**src/rtl/mem_rr_arbiter_if.sv**
```systemverilog
// Request-side and memory-side signal bundle for mem_rr_arbiter.
// master is the arbiter's view; slave is the requesters plus the memory.
interface mem_rr_arbiter_if #(
    parameter int unsigned NUM_REQ     = 4,
    parameter int unsigned WIDTH       = 16,
    parameter int unsigned ADDR_WIDTH  = 9,
    parameter int unsigned GRANT_WIDTH = $clog2(NUM_REQ)
);
    logic [NUM_REQ-1:0]            req_valid;
    logic [NUM_REQ-1:0]            req_wr_rd;
    logic [NUM_REQ*ADDR_WIDTH-1:0] req_addr;
    logic [NUM_REQ*WIDTH-1:0]      req_wdata;
    logic [NUM_REQ-1:0]            req_ready;
    logic                          req_err;
    logic [WIDTH-1:0]              req_rdata;
    logic                          mem_valid;
    logic                          mem_wr_rd;
    logic [ADDR_WIDTH-1:0]         mem_addr;
    logic [WIDTH-1:0]              mem_wdata;
    logic [WIDTH-1:0]              mem_rdata;
    logic                          mem_ready;
    logic                          busy;
    logic [GRANT_WIDTH-1:0]        grant;

    modport master (
        input  req_valid, req_wr_rd, req_addr, req_wdata, mem_rdata, mem_ready,
        output req_ready, req_err, req_rdata, mem_valid, mem_wr_rd, mem_addr, mem_wdata,
        output busy, grant
    );

    modport slave (
        output req_valid, req_wr_rd, req_addr, req_wdata, mem_rdata, mem_ready,
        input  req_ready, req_err, req_rdata, mem_valid, mem_wr_rd, mem_addr, mem_wdata,
        input  busy, grant
    );
endinterface

```
**src/rtl/mem_rr_arbiter.sv**
```systemverilog
// Round-robin arbiter sharing one single-port memory among NUM_REQ requesters.
// Each transaction walks IDLE -> ISSUE -> WAIT -> DONE; WAIT ends on memory ready or timeout.
module mem_rr_arbiter #(
    parameter int unsigned NUM_REQ    = 4,
    parameter int unsigned WIDTH      = 16,
    parameter int unsigned DEPTH      = 512,
    parameter int unsigned ADDR_WIDTH = $clog2(DEPTH),
    parameter int unsigned TIMEOUT    = 15
) (
    input logic              clk_i,
    input logic              rst_ni,
    mem_rr_arbiter_if.master bus
);
    localparam int unsigned GW = $clog2(NUM_REQ);
    localparam int unsigned CW = $clog2(TIMEOUT) + 1;

    localparam logic [1:0] StIdle  = 2'd0;
    localparam logic [1:0] StIssue = 2'd1;
    localparam logic [1:0] StWait  = 2'd2;
    localparam logic [1:0] StDone  = 2'd3;

    logic [1:0]            state_q;
    logic [GW-1:0]         rr_q;
    logic [GW-1:0]         grant_q;
    logic [CW-1:0]         cnt_q;
    logic                  mem_valid_q;
    logic                  mem_wr_rd_q;
    logic [ADDR_WIDTH-1:0] mem_addr_q;
    logic [WIDTH-1:0]      mem_wdata_q;
    logic [NUM_REQ-1:0]    ready_q;
    logic                  err_q;
    logic [WIDTH-1:0]      rdata_q;

    logic                  found;
    logic [GW-1:0]         win;
    logic [GW-1:0]         sel;

    // First requester at or above the rr pointer, wrapping around.
    always_comb begin
        found = 1'b0;
        win   = '0;
        sel   = '0;
        for (int unsigned i = 0; i < NUM_REQ; i++) begin
            sel = GW'((32'(rr_q) + i) % NUM_REQ);
            if (!found && bus.req_valid[sel]) begin
                found = 1'b1;
                win   = sel;
            end
        end
    end

    always_ff @(posedge clk_i) begin
        if (!rst_ni) begin
            state_q     <= StIdle;
            rr_q        <= '0;
            grant_q     <= '0;
            cnt_q       <= '0;
            mem_valid_q <= 1'b0;
            mem_wr_rd_q <= 1'b0;
            mem_addr_q  <= '0;
            mem_wdata_q <= '0;
            ready_q     <= '0;
            err_q       <= 1'b0;
            rdata_q     <= '0;
        end else begin
            unique case (state_q)
                StIdle: begin
                    if (found) begin
                        grant_q     <= win;
                        mem_wr_rd_q <= bus.req_wr_rd[win];
                        mem_addr_q  <= bus.req_addr[32'(win)*ADDR_WIDTH +: ADDR_WIDTH];
                        mem_wdata_q <= bus.req_wdata[32'(win)*WIDTH +: WIDTH];
                        mem_valid_q <= 1'b1;
                        rr_q        <= GW'((32'(win) + 32'd1) % NUM_REQ);
                        state_q     <= StIssue;
                    end
                end
                StIssue: begin
                    mem_valid_q <= 1'b0;
                    cnt_q       <= '0;
                    state_q     <= StWait;
                end
                StWait: begin
                    if (bus.mem_ready) begin
                        ready_q[grant_q] <= 1'b1;
                        err_q            <= 1'b0;
                        rdata_q          <= mem_wr_rd_q ? '0 : bus.mem_rdata;
                        state_q          <= StDone;
                    end else if (cnt_q == CW'(TIMEOUT - 1)) begin
                        ready_q[grant_q] <= 1'b1;
                        err_q            <= 1'b1;
                        rdata_q          <= '0;
                        state_q          <= StDone;
                    end else begin
                        cnt_q <= cnt_q + 1'b1;
                    end
                end
                StDone: begin
                    // rdata_q is left holding the last response.
                    ready_q <= '0;
                    err_q   <= 1'b0;
                    state_q <= StIdle;
                end
                default: state_q <= StIdle;
            endcase
        end
    end

    assign bus.req_ready = ready_q;
    assign bus.req_err   = err_q;
    assign bus.req_rdata = rdata_q;
    assign bus.mem_valid = mem_valid_q;
    assign bus.mem_wr_rd = mem_wr_rd_q;
    assign bus.mem_addr  = mem_addr_q;
    assign bus.mem_wdata = mem_wdata_q;
    assign bus.busy      = (state_q != StIdle);
    assign bus.grant     = grant_q;
endmodule

```
**src/flat_wrapper.sv**
```systemverilog
// flat-port wrapper written by rule: the top's interface ports become plain ports
module mem_rr_arbiter_flat 
#(
    parameter int unsigned NUM_REQ    = 4,
    parameter int unsigned WIDTH      = 16,
    parameter int unsigned DEPTH      = 512,
    parameter int unsigned ADDR_WIDTH = $clog2(DEPTH),
    parameter int unsigned TIMEOUT    = 15
)
  (clk_i, rst_ni, bus_req_valid, bus_req_wr_rd, bus_req_addr, bus_req_wdata, bus_mem_rdata, bus_mem_ready, bus_req_ready, bus_req_err, bus_req_rdata, bus_mem_valid, bus_mem_wr_rd, bus_mem_addr, bus_mem_wdata, bus_busy, bus_grant);
  mem_rr_arbiter_if #(.NUM_REQ(NUM_REQ), .WIDTH(WIDTH), .ADDR_WIDTH(ADDR_WIDTH)) bus_i ();
  input logic clk_i;
  input logic rst_ni;
  input wire logic [$bits(bus_i.req_valid)-1:0] bus_req_valid;
  input wire logic [$bits(bus_i.req_wr_rd)-1:0] bus_req_wr_rd;
  input wire logic [$bits(bus_i.req_addr)-1:0] bus_req_addr;
  input wire logic [$bits(bus_i.req_wdata)-1:0] bus_req_wdata;
  input wire logic [$bits(bus_i.mem_rdata)-1:0] bus_mem_rdata;
  input wire logic [$bits(bus_i.mem_ready)-1:0] bus_mem_ready;
  output wire logic [$bits(bus_i.req_ready)-1:0] bus_req_ready;
  output wire logic [$bits(bus_i.req_err)-1:0] bus_req_err;
  output wire logic [$bits(bus_i.req_rdata)-1:0] bus_req_rdata;
  output wire logic [$bits(bus_i.mem_valid)-1:0] bus_mem_valid;
  output wire logic [$bits(bus_i.mem_wr_rd)-1:0] bus_mem_wr_rd;
  output wire logic [$bits(bus_i.mem_addr)-1:0] bus_mem_addr;
  output wire logic [$bits(bus_i.mem_wdata)-1:0] bus_mem_wdata;
  output wire logic [$bits(bus_i.busy)-1:0] bus_busy;
  output wire logic [$bits(bus_i.grant)-1:0] bus_grant;
  assign bus_i.req_valid = bus_req_valid;
  assign bus_i.req_wr_rd = bus_req_wr_rd;
  assign bus_i.req_addr = bus_req_addr;
  assign bus_i.req_wdata = bus_req_wdata;
  assign bus_i.mem_rdata = bus_mem_rdata;
  assign bus_i.mem_ready = bus_mem_ready;
  assign bus_req_ready = bus_i.req_ready;
  assign bus_req_err = bus_i.req_err;
  assign bus_req_rdata = bus_i.req_rdata;
  assign bus_mem_valid = bus_i.mem_valid;
  assign bus_mem_wr_rd = bus_i.mem_wr_rd;
  assign bus_mem_addr = bus_i.mem_addr;
  assign bus_mem_wdata = bus_i.mem_wdata;
  assign bus_busy = bus_i.busy;
  assign bus_grant = bus_i.grant;
  mem_rr_arbiter #(.NUM_REQ(NUM_REQ), .WIDTH(WIDTH), .DEPTH(DEPTH), .ADDR_WIDTH(ADDR_WIDTH), .TIMEOUT(TIMEOUT)) u_core (.clk_i(clk_i), .rst_ni(rst_ni), .bus(bus_i));
endmodule
```
**config.mk**
```make
export PLATFORM = sky130hd
export DESIGN_NAME = mem_rr_arbiter_flat
export DESIGN_NICKNAME = d
export VERILOG_FILES = /design/src/rtl/mem_rr_arbiter_if.sv /design/src/rtl/mem_rr_arbiter.sv /design/src/flat_wrapper.sv
export SDC_FILE = /design/constraint.sdc
export NUM_CORES = 1
export LEC_CHECK = 0
export ABC_CLOCK_PERIOD_IN_PS = 3900
export BUFFER_PORTS_ARGS = -buffer_cell sky130_fd_sc_hd__buf_2
export CORE_ASPECT_RATIO = 1.75
export CORE_MARGIN = 2
export CORE_UTILIZATION = 48
export CTS_CLUSTER_SIZE = 8
export DETAILED_ROUTE_END_ITERATION = 12
export HOLD_SLACK_MARGIN = 0.02
export PLACE_DENSITY = 0.85
export REMOVE_ABC_BUFFERS = 1
export SKIP_CTS_REPAIR_TIMING = 1
export SYNTH_ARGS = -nofsm -noshare
export SYNTH_HDL_FRONTEND = slang
export SYNTH_SLANG_ARGS = --single-unit
```
**constraint.sdc**
```tcl
create_clock -name clk_i -period 3.9 [get_ports clk_i]
set_input_delay 0.39 -clock clk_i [delete_from_list [all_inputs] [get_ports clk_i]]
set_output_delay 0.39 -clock clk_i [all_outputs]
set_load 0.01 [all_outputs]
```
==> results of run 1 <==
per-layer routing:
layer  part of all wire [%]  global-route usage (%)  wire length, µm  vias to the layer above
met5                      0                       0                0                        -
li1                       -                       -                -                     1597
met3                    5.5                    4.26              499                       28
met1                     38                    28.4             3470                     1515
met2                     52                    44.0             4720                      131
met4                    3.5                    13.3              318                        0
sequential cells by signal, summed over array words and instances (netlist names):
| signal | cells |
|---|---|
| u_core.bus.mem_wdata | 16 |
| u_core.bus.req_rdata | 16 |
| u_core.bus.mem_addr | 9 |
| u_core.cnt_q | 5 |
| u_core.bus.req_ready | 4 |
| u_core.bus.grant | 2 |
| u_core.rr_q | 2 |
| u_core.state_q | 2 |
| u_core.bus.mem_valid | 1 |
| u_core.bus.mem_wr_rd | 1 |
| u_core.bus.req_err | 1 |
layout make-up:
class,count,area (µm²),area share [%]
Timing Repair Buffer,180,908,21.1
Tap cell,82,103,2.38
Inverter,8,30.0,0.696
Clock buffer,11,243,5.63
Multi-Input combinational cell,242,1790,41.6
Sequential cell,59,1180,27.4
Clock inverter,5,52.6,1.22
placed cells by master, fill, tap and decap left out, drive strengths merged, types with 2 or more instances in the layout:
cell,n
dfxtp,59
clkinv,3
xor2,2
nor4,2
a21oi,21
o21ai,7
a22oi,16
nand3,19
a31oi,2
inv,8
buf,180
o221ai,16
or2,2
nor2b,20
clkbuf,11
nand2b,3
o31ai,9
a311oi,2
and3,10
mux2i,37
nand4,10
nor2,12
ha,6
nand2,14
mux2,9
a221o,9
nor3,2
a21boi,3
tightest hold or removal path, delay by kind of cell:
family / cells / cell delay (ps)
AOI/OAI and AO/OA: 1 / 70
buffers and inverters: 1 / 70
and+or+nand+nor: 1 / 100
cells by family after synthesis:
logic type	after synthesis	synth area share (%)
compound gates	89	21.0
xor+xnor	3	0.838
fa+ha+maj	6	2.40
buf+inv	35	5.07
flops	59	37.7
mux	46	15.1
simple gates	98	17.9
power by group:
part	total [mW]	internal [mW]	leakage [nW]	switching, mW
logic	1.17	0.505	1.43	0.669
clock network	0.776	0.508	0.145	0.269
registers	0.907	0.790	0.483	0.117
total	2.86	1.80	2.06	1.06
worst paths after layout:
check | slack (ps) | endpoint | depth (start not counted) | start
setup / recovery | 1320 | u_core.bus.mem_wdata[9] | 5 | u_core.rr_q[1]
hold / removal | 340 | u_core.bus.req_rdata[13] | 3 | bus_mem_rdata[13]
setup reg to reg | 1320 | u_core.bus.mem_wdata[9] | 5 | u_core.rr_q[1]
hold reg to reg | 470 | u_core.bus.req_ready[3] | 2 | u_core.bus.req_ready[3]
stage by stage:
stage / area [µm²] / power, mW
after CTS: 4310 / 2.87
after detailed placement: 4020 / 2.08
after floorplan: 3010 / 1.66
final: 4310 / 2.86
after global routing: 4310 / 3.03
after global placement: 4020 / 2.05
==> results.py, run 1 <==
metrics = {
    "detailed_routing": {
        "drt-vias-per-instance": 5.57,
        "drc_errors": 0,
        "ant_nets": 0,
        "post_drt_wl_per_cell_um": 15.3,
        "firstDrtPassIters": 4,
        "first_iter_violations": 173,
        "num_vias": 3271,
        "wirelength_mm": 9.00,
    },
    "setup_path": {
        "slowest_stage": "nor3_4",
        "cp-start-kind": "flip-flop",
        "critical_path_class": "reg2reg",
        "cp_num_buf_inv": 0,
        "end_kind": "flip-flop",
        "cp.required_ps": 4120,
        "path_cells": "mux2i_1, nor2_2, nor3_4, nand3_1, o221ai_1",
        "cp_max_fo": 16,
        "cp_top_family": "simple AND/OR/NAND/NOR gates",
        "crit_arrival_ps": 2810,
        "cpPeakStageDelay_ps": 650,
    },
    "timing": {
        "setup_viol": 0,
        "finalSetupTns_ps": 0,
        "min_period_ps": 2580,
        "hold_slack_ps": 344,
        "tightest_slew_ps": 1180,
        "rsz0062_at_grt": "no",
        "drv_slew": 0,
        "fin_skew_ps": 4.98,
        "fmax_mhz": 387,
        "finalCritPeriodShare_pct": 66.2,
        "timing.final.ws_setup_ps": 1320,
        "slew_headroom_pct": 21.1,
        "hold_viol": 0,
    },
    "logic_synthesis": {
        "synth.top_cell.area_share_pct": 37.7,
        "synth_edf_count": 0,
        "synth_top_area_cell": "dfxtp_1",
        "synth_seq_cells": 59,
        "synth_flop_cell": "dfxtp_1",
        "ys_types": 49,
        "netlist_instances": 336,
        "yosysWarnings": 0,
        "async_reset_ff_share_pct": 0,
        "yosysMostFrequentCell": "dfxtp_1",
        "yosys-top-cells-area": "dfxtp_1 38%, mux2i_1 12%, o221ai_1 4.5%, nor2b_1 4.0%, a22oi_1 3.8%",
        "syn_area_um2": 3130,
        "avgSynthCellArea_um2": 9.33,
        "synthTopCellsByCount": "59 x dfxtp_1, 37 x mux2i_1, 20 x a21oi_1, 20 x nor2b_1, 19 x nand3_1",
        "synth-seq-area-share_pct": 37.7,
    },
    "place": {
        "place.gp.congestion": 0.939,
        "port_buffers": 177,
        "place_hpwl_mm": 6.56,
        "place_ws_ps": 1200,
        "placed_cells_incl_taps": 571,
    },
    "clock_tree": {
        "clk-insertion-delay-late_ps": 320,
        "numCtsBuffers": 9,
        "ctsLongestPathBuffers": 2,
        "path_clk_slew_ps": 50,
        "cts_tree": "done",
        "cts_sinks": 59,
        "cts_max_level": 3,
        "cts_root_buf": "clkbuf_16",
    },
    "die": {
        "die_w_um": 65.1,
        "die_area_um2": 7220,
        "initial_core_util_pct": 48.7,
        "rows": 39,
        "io_pins": 178,
        "die_h_um": 111,
        "core-area_um2": 6440,
    },
    "cells_and_area": {
        "nFillCells": 566,
        "instances_no_fill": 587,
        "syn_to_final_growth_pct": 37.6,
        "antenna_cells": 0,
        "final_util_pct": 66.9,
        "drive_gt1_share_pct": 41.0,
        "nets": 633,
    },
    "job": {
        "drv_cap": 0,
    },
    "power": {
        "power_density_nw_per_um2": 663,
        "p_leak_nw": 2.06,
        "ir_worst_vdd_mv": 0.405,
    },
    "grt": {
        "grt_pass1_wl_mm": 14.4,
        "grt-ovfl-total": 0,
        "grt_max_degree": 66,
        "grt_use_total_pct": 25.2,
        "antenna_found_initial": 0,
        "first_global_vias": 3130,
    },
    "min_path": {
        "min_path_type": "in2reg",
    },
    "outcome": {
        "status": "completed",
    },
}
(Power assumes the default switching activity.)
==> run 2: changes to the inputs <==
- ABC_AREA: unset -> 1
- ABC_CLOCK_PERIOD_IN_PS: 3900 -> 2100
- CORE_UTILIZATION: 48 -> 42
- PLACE_DENSITY: 0.85 -> 0.76
- clock period: 3.9 -> 2.1 ns (I/O delays scaled with it)
==> results.py, run 2 <==
metrics = {
    "cells_and_area": {
        "register_area_um2": 1180,
        "final_common_cell": "nand2_1",
        "nFillCells": 865,
        "multiInputGateArea_um2": 2030,
        "final_util_pct": 58.6,
        "drive_gt1_share_pct": 30.0,
        "design_area_um2": 5020,
        "final_cell_mix": "209 x nand2_1, 177 x buf_2, 86 x nor2_1, 71 x inv_1, 57 x dfxtp_1",
        "antenna_cells": 0,
        "instances_no_fill": 908,
        "syn_to_final_growth_pct": 37.0,
        "nets": 919,
    },
    "timing": {
        "setup_viol": 0,
        "finalCritPeriodShare_pct": 92.3,
        "slew_headroom_pct": 69.3,
        "drv_slew": 0,
        "min_period_ps": 1940,
        "fin_skew_ps": 7.31,
        "rsz0062_at_grt": "no",
        "fmax_mhz": 516,
        "tightest_slew_ps": 460,
        "hold_viol": 0,
        "finalSetupTns_ps": 0,
    },
    "grt": {
        "first_global_vias": 4019,
        "grt-ovfl-total": 0,
        "grt_use_total_pct": 21.6,
        "antenna_found_initial": 0,
        "grt_max_degree": 36,
        "grt_pass1_wl_mm": 16.4,
    },
    "detailed_routing": {
        "firstDrtPassIters": 4,
        "route.layer.met1.wl_mm": 3.98,
        "drc_errors": 0,
        "dr_wl_met3_um": 603,
        "wirelength_mm": 10.1,
        "post_drt_wl_per_cell_um": 11.1,
        "wl_met2_mm": 5.42,
        "top_layer": "met4",
        "ant_nets": 0,
        "num_vias": 4278,
        "drt-vias-per-instance": 4.71,
        "first_iter_violations": 141,
    },
    "die": {
        "die_h_um": 128,
        "die_area_um2": 9510,
        "rows": 45,
        "initial_core_util_pct": 42.8,
        "die_w_um": 74.6,
        "io_pins": 178,
        "core-area_um2": 8560,
    },
    "logic_synthesis": {
        "synth-seq-area-share_pct": 32.3,
        "avgSynthCellArea_um2": 6.03,
        "synth_edf_count": 0,
        "netlist_instances": 607,
        "synth_flop_cell": "dfxtp_1",
        "synth_seq_cells": 59,
        "synthTopCellsByCount": "210 x nand2_1, 86 x nor2_1, 71 x inv_1",
        "async_reset_ff_share_pct": 0,
        "synth_top_area_cell": "dfxtp_1",
        "yosysWarnings": 0,
        "syn_area_um2": 3660,
        "synth.top_cell.area_share_pct": 32.3,
        "yosysMostFrequentCell": "nand2_1",
        "ys_types": 29,
        "yosys-top-cells-area": "dfxtp_1 32%, nand2_1 22%, nor2_1 8.8%, inv_1 7.3%, nand3_1 5.6%",
    },
    "setup_path": {
        "cp.required_ps": 2320,
        "slowest_stage": "dfxtp_2",
        "path_cells": "buf_6, nand2_2, nand3_1, nand2_2, nor2_4, nand4_1, nand2_2, inv_2, buf_4, nand3_1, nand3_1, nand2_1, inv_1",
        "timing.rr.start": "u_core.rr_q[0]",
        "end_kind": "flip-flop",
        "cpPeakStageDelay_ps": 360,
        "critical_path_class": "reg2reg",
        "cp-start-kind": "flip-flop",
        "crit_arrival_ps": 2160,
        "cp_max_fo": 10,
        "reg2regPathDepth": 13,
        "cp-startpoint": "u_core.rr_q[0]",
    },
    "min_path": {
        "hold_start": "bus_mem_rdata[10]",
        "hold_depth": 3,
        "min_path_type": "in2reg",
    },
    "power": {
        "p_leak_nw": 2.86,
        "ir_worst_vdd_mv": 1.09,
        "power_density_nw_per_um2": 1750,
    },
    "place": {
        "place_hpwl_mm": 7.63,
        "place.gp.congestion": 0.843,
        "port_buffers": 177,
        "place_area_um2": 4640,
        "placed_cells_incl_taps": 887,
    },
    "clock_tree": {
        "clk-insertion-delay-late_ps": 330,
        "numCtsBuffers": 9,
        "cts_root_buf": "clkbuf_16",
        "cts_sinks": 59,
        "cts_max_level": 3,
        "path_clk_slew_ps": 60,
        "ctsLongestPathBuffers": 2,
        "cts_tree": "done",
    },
    "job": {
        "drv_cap": 0,
    },
    "outcome": {
        "status": "completed",
    },
}
run 2: changes by cell type after synthesis, moves of 10 or more:
cell / previous run / this run
nand4_1: 10 / 20
o221ai_1: 16 / 0
nand3_1: 19 / 41
mux2i_1: 37 / 0
o21ai_1: 1 / 19
a21oi_1: 20 / 32
nand2_1: 13 / 210
a22oi_1: 16 / 0
nor2_1: 10 / 86
inv_1: 8 / 71
nor2b_1: 20 / 0
run 2: routing by layer:
| layer | vias up | global-route usage (%) |
|---|---|---|
| li1 | 2246 | - |
| met1 | 1886 | 22.3 |
| met2 | 139 | 40.1 |
| met3 | 7 | 5.60 |
| met4 | 0 | 8.19 |
| met5 | - | 0 |
run 2: final timing paths:
kind / endpoint / slack [ps]
setup / recovery: u_core.bus.mem_wr_rd / 160
hold / removal: u_core.bus.req_rdata[10] / 130
setup reg to reg: u_core.bus.mem_wr_rd / 160
hold reg to reg: u_core.bus.req_ready[0] / 450
run 2: final cells by class:
type	instances	share of cell area [%]
Clock buffer	9	4.49
Sequential cell	59	23.6
Tap cell	117	2.92
Timing Repair Buffer	195	21.0
Inverter	77	6.01
Multi-Input combinational cell	444	40.4
Clock inverter	7	1.55
run 2: kinds of logic (layout without fill, tap and decap cells):
group	after synthesis	count (layout)	share of synthesized area, %
compound gates	60	60	8.44
xor+xnor	2	2	0.478
fa+ha+maj	6	6	2.05
buf+inv	105	288	13.0
flops	59	59	32.3
simple gates	375	376	43.8
run 2: worst max-delay path: cells and delay by family (launching register included):
family,cells,cell delay (ps)
buffers and inverters,4,440
AND/OR/NAND/NOR,9,1010
flip-flops,1,360
run 2: per-stage QoR:
stage               total power [mW]  setup slack [ps]  hold slack, ps
floorplan                       5.30              -221             342
global placement                6.87               187             435
detailed placement              7.01              63.2             437
CTS                             8.53              35.6             119
global route                    9.68              9.14             124
finish                          8.76               163             132
run 2: power breakdown:
part	internal (mW)	total [mW]	switching, mW
Combinational	2.08	5.65	3.57
Sequential	1.46	1.64	0.186
Clock	0.925	1.47	0.547
==> run 3: changes to the inputs <==
- CAP_MARGIN: unset -> 40
- RECOVER_POWER: unset -> 25
==> results.py, run 3 (same netlist as run 2, synthesis figures left out) <==
metrics = {
    "die": {
        "die_h_um": 128,
        "die_area_um2": 9510,
        "io_pins": 178,
        "rows": 45,
        "core-area_um2": 8560,
        "initial_core_util_pct": 42.8,
        "die_w_um": 74.6,
    },
    "power": {
        "p_leak_nw": 2.75,
        "power_density_nw_per_um2": 1750,
        "ir_worst_vdd_mv": 1.09,
    },
    "grt": {
        "grt-ovfl-total": 0,
        "first_global_vias": 4019,
        "grt_use_total_pct": 21.6,
        "antenna_found_initial": 0,
        "grt_max_degree": 36,
        "grt_pass1_wl_mm": 16.4,
    },
    "min_path": {
        "min_path_type": "in2reg",
        "hold_depth": 3,
    },
    "timing": {
        "min_period_ps": 1940,
        "hold_viol": 0,
        "fin_skew_ps": 7.41,
        "rsz0062_at_grt": "no",
        "drv_slew": 0,
        "timing.final.ws_setup_ps": 164,
        "finalCritPeriodShare_pct": 92.2,
        "slew_headroom_pct": 69.3,
        "setup_viol": 0,
        "tightest_slew_ps": 460,
        "fmax_mhz": 516,
    },
    "cells_and_area": {
        "multiInputGateArea_um2": 2030,
        "final_cell_mix": "209 x nand2_1, 150 x buf_2, 86 x nor2_1, 71 x inv_1, 57 x dfxtp_1",
        "drive_gt1_share_pct": 26.5,
        "nFillCells": 882,
        "design_area_um2": 4980,
        "final_util_pct": 58.2,
        "nets": 919,
        "syn_to_final_growth_pct": 36.0,
        "antenna_cells": 0,
        "register_area_um2": 1180,
        "final_common_cell": "nand2_1",
    },
    "place": {
        "place_hpwl_mm": 7.63,
        "place.gp.congestion": 0.843,
        "place_area_um2": 4640,
        "place_ws_ps": 63.2,
        "port_buffers": 177,
    },
    "clock_tree": {
        "cts_root_buf": "clkbuf_16",
        "clk-insertion-delay-late_ps": 330,
        "cts_tree": "done",
        "path_clk_slew_ps": 60,
        "ctsLongestPathBuffers": 2,
        "numCtsBuffers": 9,
        "cts_max_level": 3,
        "cts_sinks": 59,
    },
    "setup_path": {
        "path_cells": "buf_6, nand2_2, nand3_1, nand2_2, nor2_4, nand4_1, nand2_2, inv_2, buf_4, nand3_1, nand3_1, nand2_1, inv_1",
        "reg2regPathDepth": 13,
        "critical_path_class": "reg2reg",
        "crit_arrival_ps": 2160,
        "cpPeakStageDelay_ps": 360,
        "cp_max_fo": 10,
        "end_kind": "flip-flop",
        "slowest_stage": "dfxtp_2",
        "cp.required_ps": 2320,
        "cp-start-kind": "flip-flop",
    },
    "detailed_routing": {
        "first_iter_violations": 137,
        "wirelength_mm": 10.1,
        "drt-vias-per-instance": 4.75,
        "post_drt_wl_per_cell_um": 11.2,
        "ant_nets": 0,
        "num_vias": 4314,
        "firstDrtPassIters": 4,
        "drc_errors": 0,
    },
    "job": {
        "drv_cap": 0,
    },
    "outcome": {
        "status": "completed",
    },
}
## run 3: final cells by class
class / instances / area share [%]
tap: 117 / 2.94
clock inverter: 7 / 1.56
timing repair buffer: 195 / 20.5
inverter: 77 / 6.05
sequential: 59 / 23.8
clock buffer: 9 / 4.52
multi-input combinational: 444 / 40.7
## run 3: worst paths after layout
check | from | endpoint | slack (ps)
max | u_core.rr_q[0] | u_core.bus.mem_wr_rd | 160
min | bus_mem_rdata[10] | u_core.bus.req_rdata[10] | 130
max reg2reg | u_core.rr_q[0] | u_core.bus.mem_wr_rd | 160
min reg2reg | u_core.bus.req_ready[0] | u_core.bus.req_ready[0] | 450
## run 3: per-layer routing
| metal | up-vias | global-route usage, % | wire length (µm) |
|---|---|---|---|
| li1 | 2248 | - | - |
| met1 | 1926 | 22.3 | 3990 |
| met2 | 133 | 40.1 | 5420 |
| met3 | 7 | 5.60 | 584 |
| met4 | 0 | 8.19 | 138 |
| met5 | - | 0 | 0 |
## run 3: through the flow
stage	hold WS, ps	total power [mW]	TNS, ps	cells
2_1_floorplan	342	5.30	-4730	579
3_3_place_gp	435	6.87	0	887
3_5_place_dp	437	7.01	0	887
4_1_cts	119	8.53	0	903
5_1_grt	124	9.65	0	908
6_report	130	8.74	0	908
## run 3: worst max-delay path, delay by kind of cell, from the launching register on
kind	cells	cell delay (ps)
simple gates	9	1010
buf+inv	4	440
flops	1	360
## run 3: report_power, final
part | switching [mW] | total, mW | internal (mW) | leakage [nW]
clock network | 0.548 | 1.47 | 0.925 | 0.146
registers | 0.190 | 1.65 | 1.46 | 0.485
logic | 3.57 | 5.62 | 2.05 | 2.12
total | 4.31 | 8.74 | 4.43 | 2.75
